File: src/rtl/cpu_tx_bridge.sv
// CPU-to-UART bridge: divided CPU clock, falling-edge byte capture into a FIFO,
// and an 8N1 serialiser that drains the FIFO with back-to-back frames.
module cpu_tx_bridge #(
    parameter int unsigned CLOCKS_PER_BAUD = 2604,
    parameter int unsigned DEPTH           = 16,
    parameter int unsigned DIV_BIT         = 11
) (
    input  logic                     i_clk,
    input  logic                     i_reset_n,
    input  logic                     i_tx_n,
    input  logic [7:0]               i_data,
    output logic                     o_cpu_clk,
    output logic                     o_uart_tx,
    output logic                     o_busy,
    output logic [$clog2(DEPTH):0]   o_level,
    output logic                     o_overflow
);

    localparam int unsigned AW = $clog2(DEPTH);
    localparam logic [AW:0] FULL_LEVEL  = (AW+1)'(DEPTH);
    localparam logic [23:0] BAUD_RELOAD = 24'(CLOCKS_PER_BAUD - 1);

    typedef enum logic [1:0] {IDLE, START, DATA, STOP} state_t;

    logic [DIV_BIT:0] div_count;
    logic             prev_tx_n;
    logic [7:0]       mem [DEPTH];
    logic [AW:0]      wr_ptr;
    logic [AW:0]      rd_ptr;
    logic [AW:0]      level;
    logic [23:0]      baud_count;
    logic [2:0]       bit_idx;
    logic [7:0]       shift;
    state_t           state;
    logic             push;
    logic             pop;
    logic             empty;
    logic             full;
    logic             accept;

    assign push   = !i_tx_n && prev_tx_n;
    assign level  = wr_ptr - rd_ptr;
    assign empty  = (level == '0);
    assign full   = (level == FULL_LEVEL);
    // The serialiser takes a byte when idle or exactly at the end of a stop bit.
    assign pop    = !empty && ((state == IDLE) || ((state == STOP) && (baud_count == '0)));
    // A simultaneous pop frees a slot, so a push into a full FIFO still lands.
    assign accept = push && (!full || pop);

    assign o_cpu_clk = div_count[DIV_BIT];
    assign o_level   = level;
    assign o_busy    = (state != IDLE) || !empty;

    always_ff @(posedge i_clk or negedge i_reset_n) begin
        if (!i_reset_n) begin
            div_count <= '0;
            prev_tx_n <= 1'b1;
        end else begin
            div_count <= div_count + 1'b1;
            prev_tx_n <= i_tx_n;
        end
    end

    always_ff @(posedge i_clk) begin
        if (accept) begin
            mem[wr_ptr[AW-1:0]] <= i_data;
        end
    end

    always_ff @(posedge i_clk or negedge i_reset_n) begin
        if (!i_reset_n) begin
            wr_ptr     <= '0;
            rd_ptr     <= '0;
            o_overflow <= 1'b0;
        end else begin
            if (accept) begin
                wr_ptr <= wr_ptr + 1'b1;
            end
            if (pop) begin
                rd_ptr <= rd_ptr + 1'b1;
            end
            if (push && !accept) begin
                o_overflow <= 1'b1;
            end
        end
    end

    always_ff @(posedge i_clk or negedge i_reset_n) begin
        if (!i_reset_n) begin
            state      <= IDLE;
            o_uart_tx  <= 1'b1;
            baud_count <= '0;
            bit_idx    <= '0;
            shift      <= '0;
        end else begin
            case (state)
                IDLE: begin
                    o_uart_tx <= 1'b1;
                    if (pop) begin
                        shift      <= mem[rd_ptr[AW-1:0]];
                        baud_count <= BAUD_RELOAD;
                        o_uart_tx  <= 1'b0;
                        state      <= START;
                    end
                end
                START: begin
                    if (baud_count == '0) begin
                        baud_count <= BAUD_RELOAD;
                        bit_idx    <= '0;
                        o_uart_tx  <= shift[0];
                        state      <= DATA;
                    end else begin
                        baud_count <= baud_count - 24'd1;
                    end
                end
                DATA: begin
                    if (baud_count == '0) begin
                        baud_count <= BAUD_RELOAD;
                        if (bit_idx == 3'd7) begin
                            o_uart_tx <= 1'b1;
                            state     <= STOP;
                        end else begin
                            bit_idx   <= bit_idx + 3'd1;
                            shift     <= {1'b0, shift[7:1]};
                            o_uart_tx <= shift[1];
                        end
                    end else begin
                        baud_count <= baud_count - 24'd1;
                    end
                end
                STOP: begin
                    if (baud_count == '0) begin
                        if (pop) begin
                            shift      <= mem[rd_ptr[AW-1:0]];
                            baud_count <= BAUD_RELOAD;
                            o_uart_tx  <= 1'b0;
                            state      <= START;
                        end else begin
                            state <= IDLE;
                        end
                    end else begin
                        baud_count <= baud_count - 24'd1;
                    end
                end
                default: begin
                    o_uart_tx <= 1'b1;
                    state     <= IDLE;
                end
            endcase
        end
    end

endmodule

File: config.mk
export PLATFORM = sky130hd
export DESIGN_NAME = cpu_tx_bridge
export DESIGN_NICKNAME = d
export VERILOG_FILES = /design/src/rtl/cpu_tx_bridge.sv
export SDC_FILE = /design/constraint.sdc
export NUM_CORES = 1
export LEC_CHECK = 0
export BUFFER_PORTS_ARGS = -buffer_cell sky130_fd_sc_hd__buf_2
export CAP_MARGIN = 20
export CORE_MARGIN = 2
export CORE_UTILIZATION = 54
export DETAILED_ROUTE_END_ITERATION = 10
export PLACE_DENSITY = 0.7
export SYNTH_ARGS = -nofsm -noshare
export SYNTH_HDL_FRONTEND = slang
export SYNTH_SLANG_ARGS = --single-unit
File: constraint.sdc
create_clock -name i_clk -period 4.4 [get_ports i_clk]
set_input_delay 0.44 -clock i_clk [delete_from_list [all_inputs] [get_ports i_clk]]
set_output_delay 0.44 -clock i_clk [all_outputs]
set_load 0.01 [all_outputs]
== Yosys cells after proc, flatten, opt, wreduce, memory -nomap -nowiden ==
Memories as Yosys holds them, arrays and structs flattened.
Cells that the tools add are included.
Operators by class
  add/sub/neg operators: 6
  equal/unequal tests: 12
  multiplexer cells: 29
  reduce and logical (&&, ||, !) cells: 23
Operators by type and width (count)
  two-way mux 24 bit: 3
  one-hot mux 24 bit (3 select lines): 1
  two-way mux 8 bit: 4
  zero test 24 bit: 1
  one-hot mux 8 bit (3 select lines): 1
  subtractor 24 x 1 -> 24 bit, second input constant: 1
  adder 12 x 1 -> 12 bit, second input constant: 1
  inequality test 2 bit, second input constant: 6
  AND reduction 4 bit: 3
  adder 5 x 1 -> 5 bit, second input constant: 2
  two-way mux 2 bit: 5
  two-way mux 1 bit: 9
  two-way mux 3 bit: 3
  one-hot mux 2 bit (4 select lines): 1
  one-hot mux 3 bit (2 select lines): 1
  == test 5 bit, second input constant: 1
  logical AND 1 bit: 5
  zero test 5 bit: 1
  AND reduction 5 bit: 1
  subtractor 5 bit: 1
  == test 2 bit, second input constant: 2
  zero test 1 bit: 4
  one-hot mux 1 bit (4 select lines): 1
  nonzero test 2 bit: 2
  8 further kinds: 10
Storage, ports and cells
  register bits: 62
  RAM bits: 128
  input bits: 11
  output and inout port bits: 9
  logic and storage cells: 81
  memories: 1
Memory list
  mem: words 16, width 8, read ports 1, clocked after memory_dff 0, write ports 1, line 27  | logic [7:0] mem [DEPTH];

== Longest topological paths before layout ==
Gate-level depths: netlist of run 1.
  word-level depth: 8
  depth in mapped cells: 11
  mapped depth without buffers: 10

== Least setup slack after synthesis of run 1 ==
No wires, ideal clock.
  path kind: register to register
  start: register rd_ptr[1]
  end: memory mem[11][0], enable pin
  library setup time: 332 ps
  data arrival time: 2614 ps
  data required time: 4068 ps
  setup slack: 1455 ps
  cell stages (with the launch flop): 11
  buffers on the path: 2
  cell sequence: dfrtp_1 clkbuf_1 buf_2 inv_1 ha_1 nand3b_1 nor4b_1 nor2_1 o31ai_1 nor3b_1 and2_1
On the way
  longest elaborated chain between the ends: 8
  elaborated cells on any way between the ends: 10
  classes of those cells: add/sub: 1; eq/ne: 1; mux: 2; reduce/logical: 6
RTL lines
  from (decl): line 29  | logic [AW:0] rd_ptr;
  from (signal assigned): line 80  | rd_ptr <= rd_ptr + 1'b1;
  subtractor 5 bit (*): line 42  | assign level = wr_ptr - rd_ptr;
  zero test 5 bit: line 43  | assign empty = (level == '0);
  zero test 1 bit: line 46  | assign pop = !empty && ((state == IDLE) || ((state == STOP) && (baud_count == '0)));
  logical AND 1 bit: line 46
  logical OR 1 bit (*): line 48  | assign accept = push && (!full || pop);
  logical AND 1 bit (*): line 48
  two-way mux 1 bit (*): line 65  | if (accept) begin
  two-way mux 1 bit (implied by the code) (*): line 66  | mem[wr_ptr[AW-1:0]] <= i_data;
  to (decl): line 27
Mark *: on every way between the ends. The rest lies on a longest branch, timed or not.

== Worst setup path after layout of run 1 ==
  start: register wr_ptr[0]
  end: output port o_busy
On the way
  longest elaborated chain between the ends: 4
RTL lines
  from (decl): line 28  | logic [AW:0] wr_ptr;
  from (signal assigned): line 77  | wr_ptr <= wr_ptr + 1'b1;
  subtractor 5 bit: line 42
  zero test 5 bit: line 43
  zero test 1 bit: line 52  | assign o_busy = (state != IDLE) || !empty;
  logical OR 1 bit: line 52
  to (decl): line 14  | output logic o_busy,
No other way between the ends.

==> run summary, run 1 <==
==================================================================================================
Final hold vios .....................................................................            0
Clock transition time at the flip-flop clock pins of the worst setup and hold paths .        70 ps
Number of instances in the synthesized netlist ......................................          612
Signal arrival time at the worst endpoint ...........................................      2940 ps
Post-layout minimum cycle time ......................................................      3380 ps
Number of enable-type register cells in the synthesized netlist .....................          128
Ratio of cells with drive above 1 in the final layout ...............................        0.172
Most used flip-flop cell after synthesis ............................................ sky130_fd_sc_hd__edfxtp_1
Peak VDD IR .........................................................................     0.391 mV
Cell row count ......................................................................           46
Seq cells post-synth ................................................................          190
Crit-path slowest cell .............................................................. sky130_fd_sc_hd__fa_1
Final Net Count .....................................................................          659
Share of the synthesized area in the top cell type ..................................        0.443
Post-synthesis instance area ........................................................    8680 um^2
Synth Warn # ........................................................................            0
Initial cell density of the core ....................................................        0.550
Quantity of I/O buffers inserted on ports ...........................................           19
Placed Area .........................................................................    8910 um^2
Post-detailed-route wirelength per cell .............................................      20.8 um
Later-pin clock latency in the skew report ..........................................       430 ps
Critical path's most frequent cell .................................................. sky130_fd_sc_hd__inv_1
Antenna violations before repair ....................................................            0
Final estimated routing congestion in global placement ..............................        0.866
Post-CTS Setup Inserts ..............................................................            0
P_leak ..............................................................................      3.47 nW
Pin count of the biggest net entering global routing ................................           36
Largest fanout on the critical path .................................................            5
Final cell area excluding filler cells ..............................................    9470 um^2
Area growth from synthesis to layout ................................................        9.14%
Total core area .....................................................................   15800 um^2
Library cell occupying the most area in the post-synthesis netlist .................. sky130_fd_sc_hd__edfxtp_1
Sequence of cells on the critical path .............................................. inv_1, ha_1, fa_1, nand2b_1, a21oi_1, xor2_1, inv_1, nor2_1, nand2_1, buf_2
Number of slew-limit violations in the final report .................................            0
Final clock period utilization by the worst path ....................................        0.768
Worst-case clock skew ...............................................................      13.2 ps
Crit-path leading delay family ......................................................  adder cells
Clock Tree Buf Depth ................................................................            2
Vias in the first global route ......................................................         5050
CTS H-tree lvls .....................................................................            4
Highest cell delay on the worst timing path .........................................       410 ps
Number of antenna diodes ............................................................            0
Number of buffers added to fix hold violations after cts ............................            0
Startpoint class of the critical path ...............................................     register
Maximum frequency from static timing analysis .......................................    0.296 GHz
Setup CP Type ....................................................................... register to primary output
Remaining Overflow, GRT .............................................................            0
Setup violation total in the final timing report ....................................            0
Final total negative setup slack ....................................................         0 ps
Sequential share of the synthesized area ............................................        0.622
Detailed-route via count ............................................................         5203
Number of sinks handled by clock tree synthesis .....................................          190
Iteration count of the initial detailed-routing pass ................................            5
Area of the die .....................................................................   17100 um^2
Power density cells .................................................................  431 nW/um^2
Clock Tree Root ..................................................................... sky130_fd_sc_hd__clkbuf_16
Worst Path Buf+Inv ..................................................................            3
1st-iter DRT viols ..................................................................          451
Net count of the mapped netlist .....................................................          644
Biggest area contributors in the synthesized netlist ................................ sky130_fd_sc_hd__edfxtp_1 44%, sky130_fd_sc_hd__dfrtp_1 17%, sky130_fd_sc_hd__mux4_2 9.1%
Type of the worst min-delay path .................................................... primary input to async pin
Fraction of registers with async set or reset after synthesis .......................        0.326
Die width ...........................................................................       131 um
Slew of the pin with the lowest slew margin .........................................       839 ps
Overall die height ..................................................................       131 um
Number of unique standard cell types used by synthesis ..............................           74
Total power after layout ............................................................    0.00408 W
Post-detail-place hpwl ..............................................................      12.2 mm
Post-CTS sizing .....................................................................            0
Top-Level Pins ......................................................................           20
Post-detailed-routing wire length ...................................................      17.8 mm
Total of fill cells in the finished design ..........................................         1205
Max transition margin ...............................................................        0.439
CP required .........................................................................      3960 ps
CP endpoint kind .................................................................... primary output
DRT antenna net count ...............................................................            0
Remaining routing DRC violations ....................................................            0
Global router's overall resource usage ..............................................        0.225
Synthesized area per cell ...........................................................    14.2 um^2
Avg Vias per Cell ...................................................................         6.08
Clock buffers created by TritonCTS ..................................................           17
Max_cap viols .......................................................................            0
Setup repair after global routing missed its margin .................................           no
Status .............................................................................. complete, no violations
Clock tree from TritonCTS ...........................................................          yes
First-pass GRT wire length ..........................................................      28.1 mm
Post-layout util ....................................................................        0.601
==================================================================================================
## power by group
part,switching (W),internal (W)
registers,0.0000645,0.00200
clock network,0.000681,0.000797
logic,0.000350,0.000186
total,0.00110,0.00299
## worst reg2reg max path, delay by kind of cell (launching register included)
family,cells,cell delay (ps)
XOR/XNOR,1,320
AO/OA/AOI/OAI,2,580
flip-flops,1,400
AND/OR/NAND/NOR,3,980
buffers and inverters,1,120
adder cells (fa/ha/maj),2,650
## final timing paths
check	start	endpoint	slack [ps]	cells past startpoint
worst max-delay path	wr_ptr[0]	o_busy	1020	10
worst min-delay path	i_reset_n	baud_count[13]	40	1
worst max register to register	wr_ptr[0]	mem[13][0]	1030	9
worst min register to register	div_count[4]	div_count[4]	470	1
max in group asynchronous	i_reset_n	o_uart_tx	3450	2
min in group i_clk	i_tx_n	prev_tx_n	130	1
## metal layers
layer  vias to the layer above  GRT usage  share of wire
li1                       2366          -              -
met2                       152      0.357           0.49
met1                      2663      0.311           0.43
met5                         -          0              0
met4                         0     0.0695          0.018
met3                        22     0.0566          0.055
## layout by cell type, fill, tap and decap left out, types with 3 or more instances in the layout
cell,netlist,layout
sky130_fd_sc_hd__a21o_1,5,5
sky130_fd_sc_hd__a21oi_1,28,28
sky130_fd_sc_hd__a222oi_1,5,5
sky130_fd_sc_hd__a22o_1,4,4
sky130_fd_sc_hd__a22oi_1,4,4
sky130_fd_sc_hd__a31oi_1,10,10
sky130_fd_sc_hd__and2_1,12,12
sky130_fd_sc_hd__and3_1,11,11
sky130_fd_sc_hd__and4b_1,4,4
sky130_fd_sc_hd__buf_2,4,19
sky130_fd_sc_hd__buf_4,7,6
sky130_fd_sc_hd__clkbuf_1,10,3
sky130_fd_sc_hd__clkbuf_16,0,17
sky130_fd_sc_hd__dfrtp_1,60,59
sky130_fd_sc_hd__edfxtp_1,128,128
sky130_fd_sc_hd__ha_1,20,20
sky130_fd_sc_hd__inv_1,26,26
sky130_fd_sc_hd__inv_6,0,6
sky130_fd_sc_hd__mux2i_1,4,4
sky130_fd_sc_hd__mux4_2,35,35
sky130_fd_sc_hd__nand2_1,46,46
sky130_fd_sc_hd__nand2b_1,3,3
sky130_fd_sc_hd__nand3_1,19,19
sky130_fd_sc_hd__nand4_1,8,8
sky130_fd_sc_hd__nor2_1,24,24
sky130_fd_sc_hd__nor2b_1,6,6
sky130_fd_sc_hd__nor3_1,16,16
sky130_fd_sc_hd__nor3b_1,4,4
sky130_fd_sc_hd__o21ai_0,18,18
sky130_fd_sc_hd__o21ai_1,7,7
sky130_fd_sc_hd__o22a_1,3,3
sky130_fd_sc_hd__o22ai_1,3,3
sky130_fd_sc_hd__xnor2_1,17,17
sky130_fd_sc_hd__xor2_1,5,5
## kinds of logic after synthesis
family | share of synthesized area
AO/OA/AOI/OAI | 0.0895
flip-flops | 0.622
buffers and inverters | 0.0323
multiplexers | 0.0967
XOR/XNOR | 0.0222
AND/OR/NAND/NOR | 0.106
adder cells (fa/ha/maj) | 0.0311
## metrics by stage
stage	hold WS (ps)	std cells	setup slack, ps
finish	42.8	856	1020
global placement	454	824	1270
floorplan	144	612	1450
global route	87.5	856	780
detailed placement	460	824	1070
CTS	51.1	856	1020
## sequential cells by signal, summed over array words and instances (netlist names)
register	count
o_uart_tx	1
bit_idx	3
div_count	12
state	2
rd_ptr	5
mem	128
wr_ptr	5
shift	8
o_overflow	1
prev_tx_n	1
baud_count	24
## Yosys cell counts, types with 6 or more instances
master and number:
sky130_fd_sc_hd__a21oi_1 28, sky130_fd_sc_hd__a31oi_1 10, sky130_fd_sc_hd__and2_1 12, sky130_fd_sc_hd__and3_1 11
sky130_fd_sc_hd__buf_4 7, sky130_fd_sc_hd__clkbuf_1 10, sky130_fd_sc_hd__dfrtp_1 60, sky130_fd_sc_hd__edfxtp_1 128
sky130_fd_sc_hd__ha_1 20, sky130_fd_sc_hd__inv_1 26, sky130_fd_sc_hd__mux4_2 35, sky130_fd_sc_hd__nand2_1 46
sky130_fd_sc_hd__nand3_1 19, sky130_fd_sc_hd__nand4_1 8, sky130_fd_sc_hd__nor2_1 24, sky130_fd_sc_hd__nor2b_1 6
sky130_fd_sc_hd__nor3_1 16, sky130_fd_sc_hd__o21ai_0 18, sky130_fd_sc_hd__o21ai_1 7, sky130_fd_sc_hd__xnor2_1 17
## final cells by class
class,instances,area (um^2),area share
Multi-Input combinational cell,366,3000,0.317
Timing Repair Buffer,25,140,0.0148
Sequential cell,190,5400,0.570
Clock buffer,20,437,0.0461
Tap cell,216,270,0.0285
Inverter,27,101,0.0107
Clock inverter,12,124,0.0131
Power figures use the tool's default switching activity.
==> run 2, diff against run 1 <==
--- a/config.mk
+++ b/config.mk
@@ -10,7 +10,7 @@
 export CORE_MARGIN = 2
 export CORE_UTILIZATION = 54
 export DETAILED_ROUTE_END_ITERATION = 10
-export PLACE_DENSITY = 0.7
+export PLACE_DENSITY = 0.73
 export SYNTH_ARGS = -nofsm -noshare
 export SYNTH_HDL_FRONTEND = slang
 export SYNTH_SLANG_ARGS = --single-unit
==> constraint.sdc (replaced) <==
create_clock -name i_clk -period 2.7 [get_ports i_clk]
set_input_delay 0.27 -clock i_clk [delete_from_list [all_inputs] [get_ports i_clk]]
set_output_delay 0.27 -clock i_clk [all_outputs]
set_load 0.01 [all_outputs]
==> run summary, run 2 (synthesis results as in run 1) <==
==================================================================================================
Post-detailed-routing wire length ...................................................      19.7 mm
Clock Tree Root ..................................................................... sky130_fd_sc_hd__clkbuf_16
DRT antenna net count ...............................................................            0
Clock tree from TritonCTS ...........................................................          yes
1st-iter DRT viols ..................................................................          702
Max transition margin ...............................................................        0.531
Post-layout util ....................................................................        0.642
Global routing met1 resource utilization ............................................        0.326
Post-detailed-route wirelength per cell .............................................      21.8 um
Setup repair after global routing missed its margin .................................          yes
Number of sinks handled by clock tree synthesis .....................................          190
Final Hold Slack ....................................................................       249 ps
Clock transition time at the flip-flop clock pins of the worst setup and hold paths .        80 ps
Busiest grt layer ...................................................................         met2
Pin count of the biggest net entering global routing ................................           36
Placed Area .........................................................................    9220 um^2
Peak VDD IR .........................................................................     0.542 mV
Violations in the final reports ..................................................... negative setup slack
Area of the die .....................................................................   17100 um^2
Final clock period utilization by the worst path ....................................         1.03
Iteration count of the initial detailed-routing pass ................................            5
Remaining routing DRC violations ....................................................            0
Global router's overall resource usage ..............................................        0.239
Type of the worst min-delay path .................................................... primary input to register
Post-detail-place hpwl ..............................................................      13.0 mm
Overall die height ..................................................................       131 um
Total core area .....................................................................   15800 um^2
Top-Level Pins ......................................................................           20
Startpoint class of the critical path ...............................................     register
Clock Tree Buf Depth ................................................................            2
Final hold vios .....................................................................            0
Signal arrival time at the worst endpoint ...........................................      2970 ps
Met2 global-route usage .............................................................        0.390
CTS H-tree lvls .....................................................................            4
Slew of the pin with the lowest slew margin .........................................       704 ps
Detailed-route via count ............................................................         5551
Met3 Usage GRT ......................................................................       0.0525
Setup violation total in the final timing report ....................................           34
Worst-case clock skew ...............................................................      14.3 ps
Status .............................................................................. complete, but fails checks
Maximum frequency from static timing analysis .......................................    0.360 GHz
Clock buffers created by TritonCTS ..................................................           17
Die width ...........................................................................       131 um
CP endpoint kind ....................................................................     register
Commonest non-fill, non-tap cell in the layout ...................................... sky130_fd_sc_hd__edfxtp_1
Setup CP Type ....................................................................... register to register
Cell row count ......................................................................           46
Area growth from synthesis to layout ................................................        16.7%
Top library cells by usage in the layout, fill and taps aside ....................... 128 x sky130_fd_sc_hd__edfxtp_1, 59 x sky130_fd_sc_hd__dfrtp_1, 46 x sky130_fd_sc_hd__nand2_1
Total power after layout ............................................................    0.00728 W
CP required .........................................................................      2890 ps
Post-layout minimum cycle time ......................................................      2780 ps
Post-route worst setup slack ........................................................     -79.3 ps
Max_cap viols .......................................................................            0
Largest fanout on the critical path .................................................            8
Number of slew-limit violations in the final report .................................            0
Total of fill cells in the finished design ..........................................         1139
Number of antenna diodes ............................................................            0
Final Net Count .....................................................................          703
Setup slack at placement ............................................................      -219 ps
Later-pin clock latency in the skew report ..........................................       440 ps
Avg Vias per Cell ...................................................................         6.17
P_leak ..............................................................................      3.77 nW
Final estimated routing congestion in global placement ..............................        0.864
Initial cell density of the core ....................................................        0.550
Quantity of I/O buffers inserted on ports ...........................................           19
Final cell area excluding filler cells ..............................................   10100 um^2
Vias in the first global route ......................................................         5451
Flip-flop count of the largest register after layout ................................          128
Antenna violations before repair ....................................................            0
Ratio of cells with drive above 1 in the final layout ...............................        0.281
Power density cells .................................................................  719 nW/um^2
First-pass GRT wire length ..........................................................      30.1 mm
Remaining Overflow, GRT .............................................................            0
==================================================================================================
==> run 2: worst paths after layout <==
path	start	end	slack, ps	cells past startpoint
min	i_data[0]	mem[3][0]	250	1
max	rd_ptr[0]	mem[10][2]	-80	10
max reg2reg	rd_ptr[0]	mem[10][2]	-80	10
min reg2reg	div_count[0]	div_count[0]	470	1
max in group asynchronous	i_reset_n	rd_ptr[0]	1650	3
min in group asynchronous	i_reset_n	baud_count[3]	420	2
==> run 2: power by group <==
part           internal (W)  switching [W]  leakage [nW]
registers           0.00326      0.0000572          1.89
logic              0.000640       0.000792          1.58
clock network       0.00127        0.00126         0.294
total               0.00517        0.00211          3.77
==> run 2: final cells by class <==
class	count	area, um^2	share of cell area
repair buffers	69	566	0.0559
flip-flops and latches	190	5400	0.533
well taps	216	270	0.0267
clock inverters	15	188	0.0185
clock buffers	17	425	0.0420
inverters	27	108	0.0106
multi-input cells	366	3170	0.313
==> run 2: per-layer routing <==
metal	routed length [um]	vias to the layer above
met5	0	-
met4	333	0
met3	1390	26
met2	9980	233
met1	7960	2834
li1	-	2458
==> run 2: metrics by stage <==
| stage | std cells | setup TNS, ps |
|---|---|---|
| detailed placement | 856 | -14440 |
| floorplan | 612 | 0 |
| global placement | 856 | -11490 |
| global route | 900 | -6610 |
| CTS | 891 | -3910 |
| finish | 900 | -2350 |
==> run 2: worst max-delay path, stage by stage, from the launching register on <==
cell                       delay (ps)
sky130_fd_sc_hd__dfrtp_2          430
sky130_fd_sc_hd__ha_4             170
sky130_fd_sc_hd__fa_2             540
sky130_fd_sc_hd__nand3_1           80
sky130_fd_sc_hd__a211oi_1         310
sky130_fd_sc_hd__nor2_2           110
sky130_fd_sc_hd__buf_4            160
sky130_fd_sc_hd__o31ai_4          320
sky130_fd_sc_hd__nor3b_2           80
sky130_fd_sc_hd__buf_4            160
sky130_fd_sc_hd__and2_4           190
==> run 2: what timing repair did <==
item                                    CTS  global route
pin swaps                                 0            16
hold buffers                              2             0
gates resized for setup                  14            36
hold endpoints to repair                 28             0
cloned                                    0             2
endpoints found under the setup margin  122           134
setup buffers                             1             9
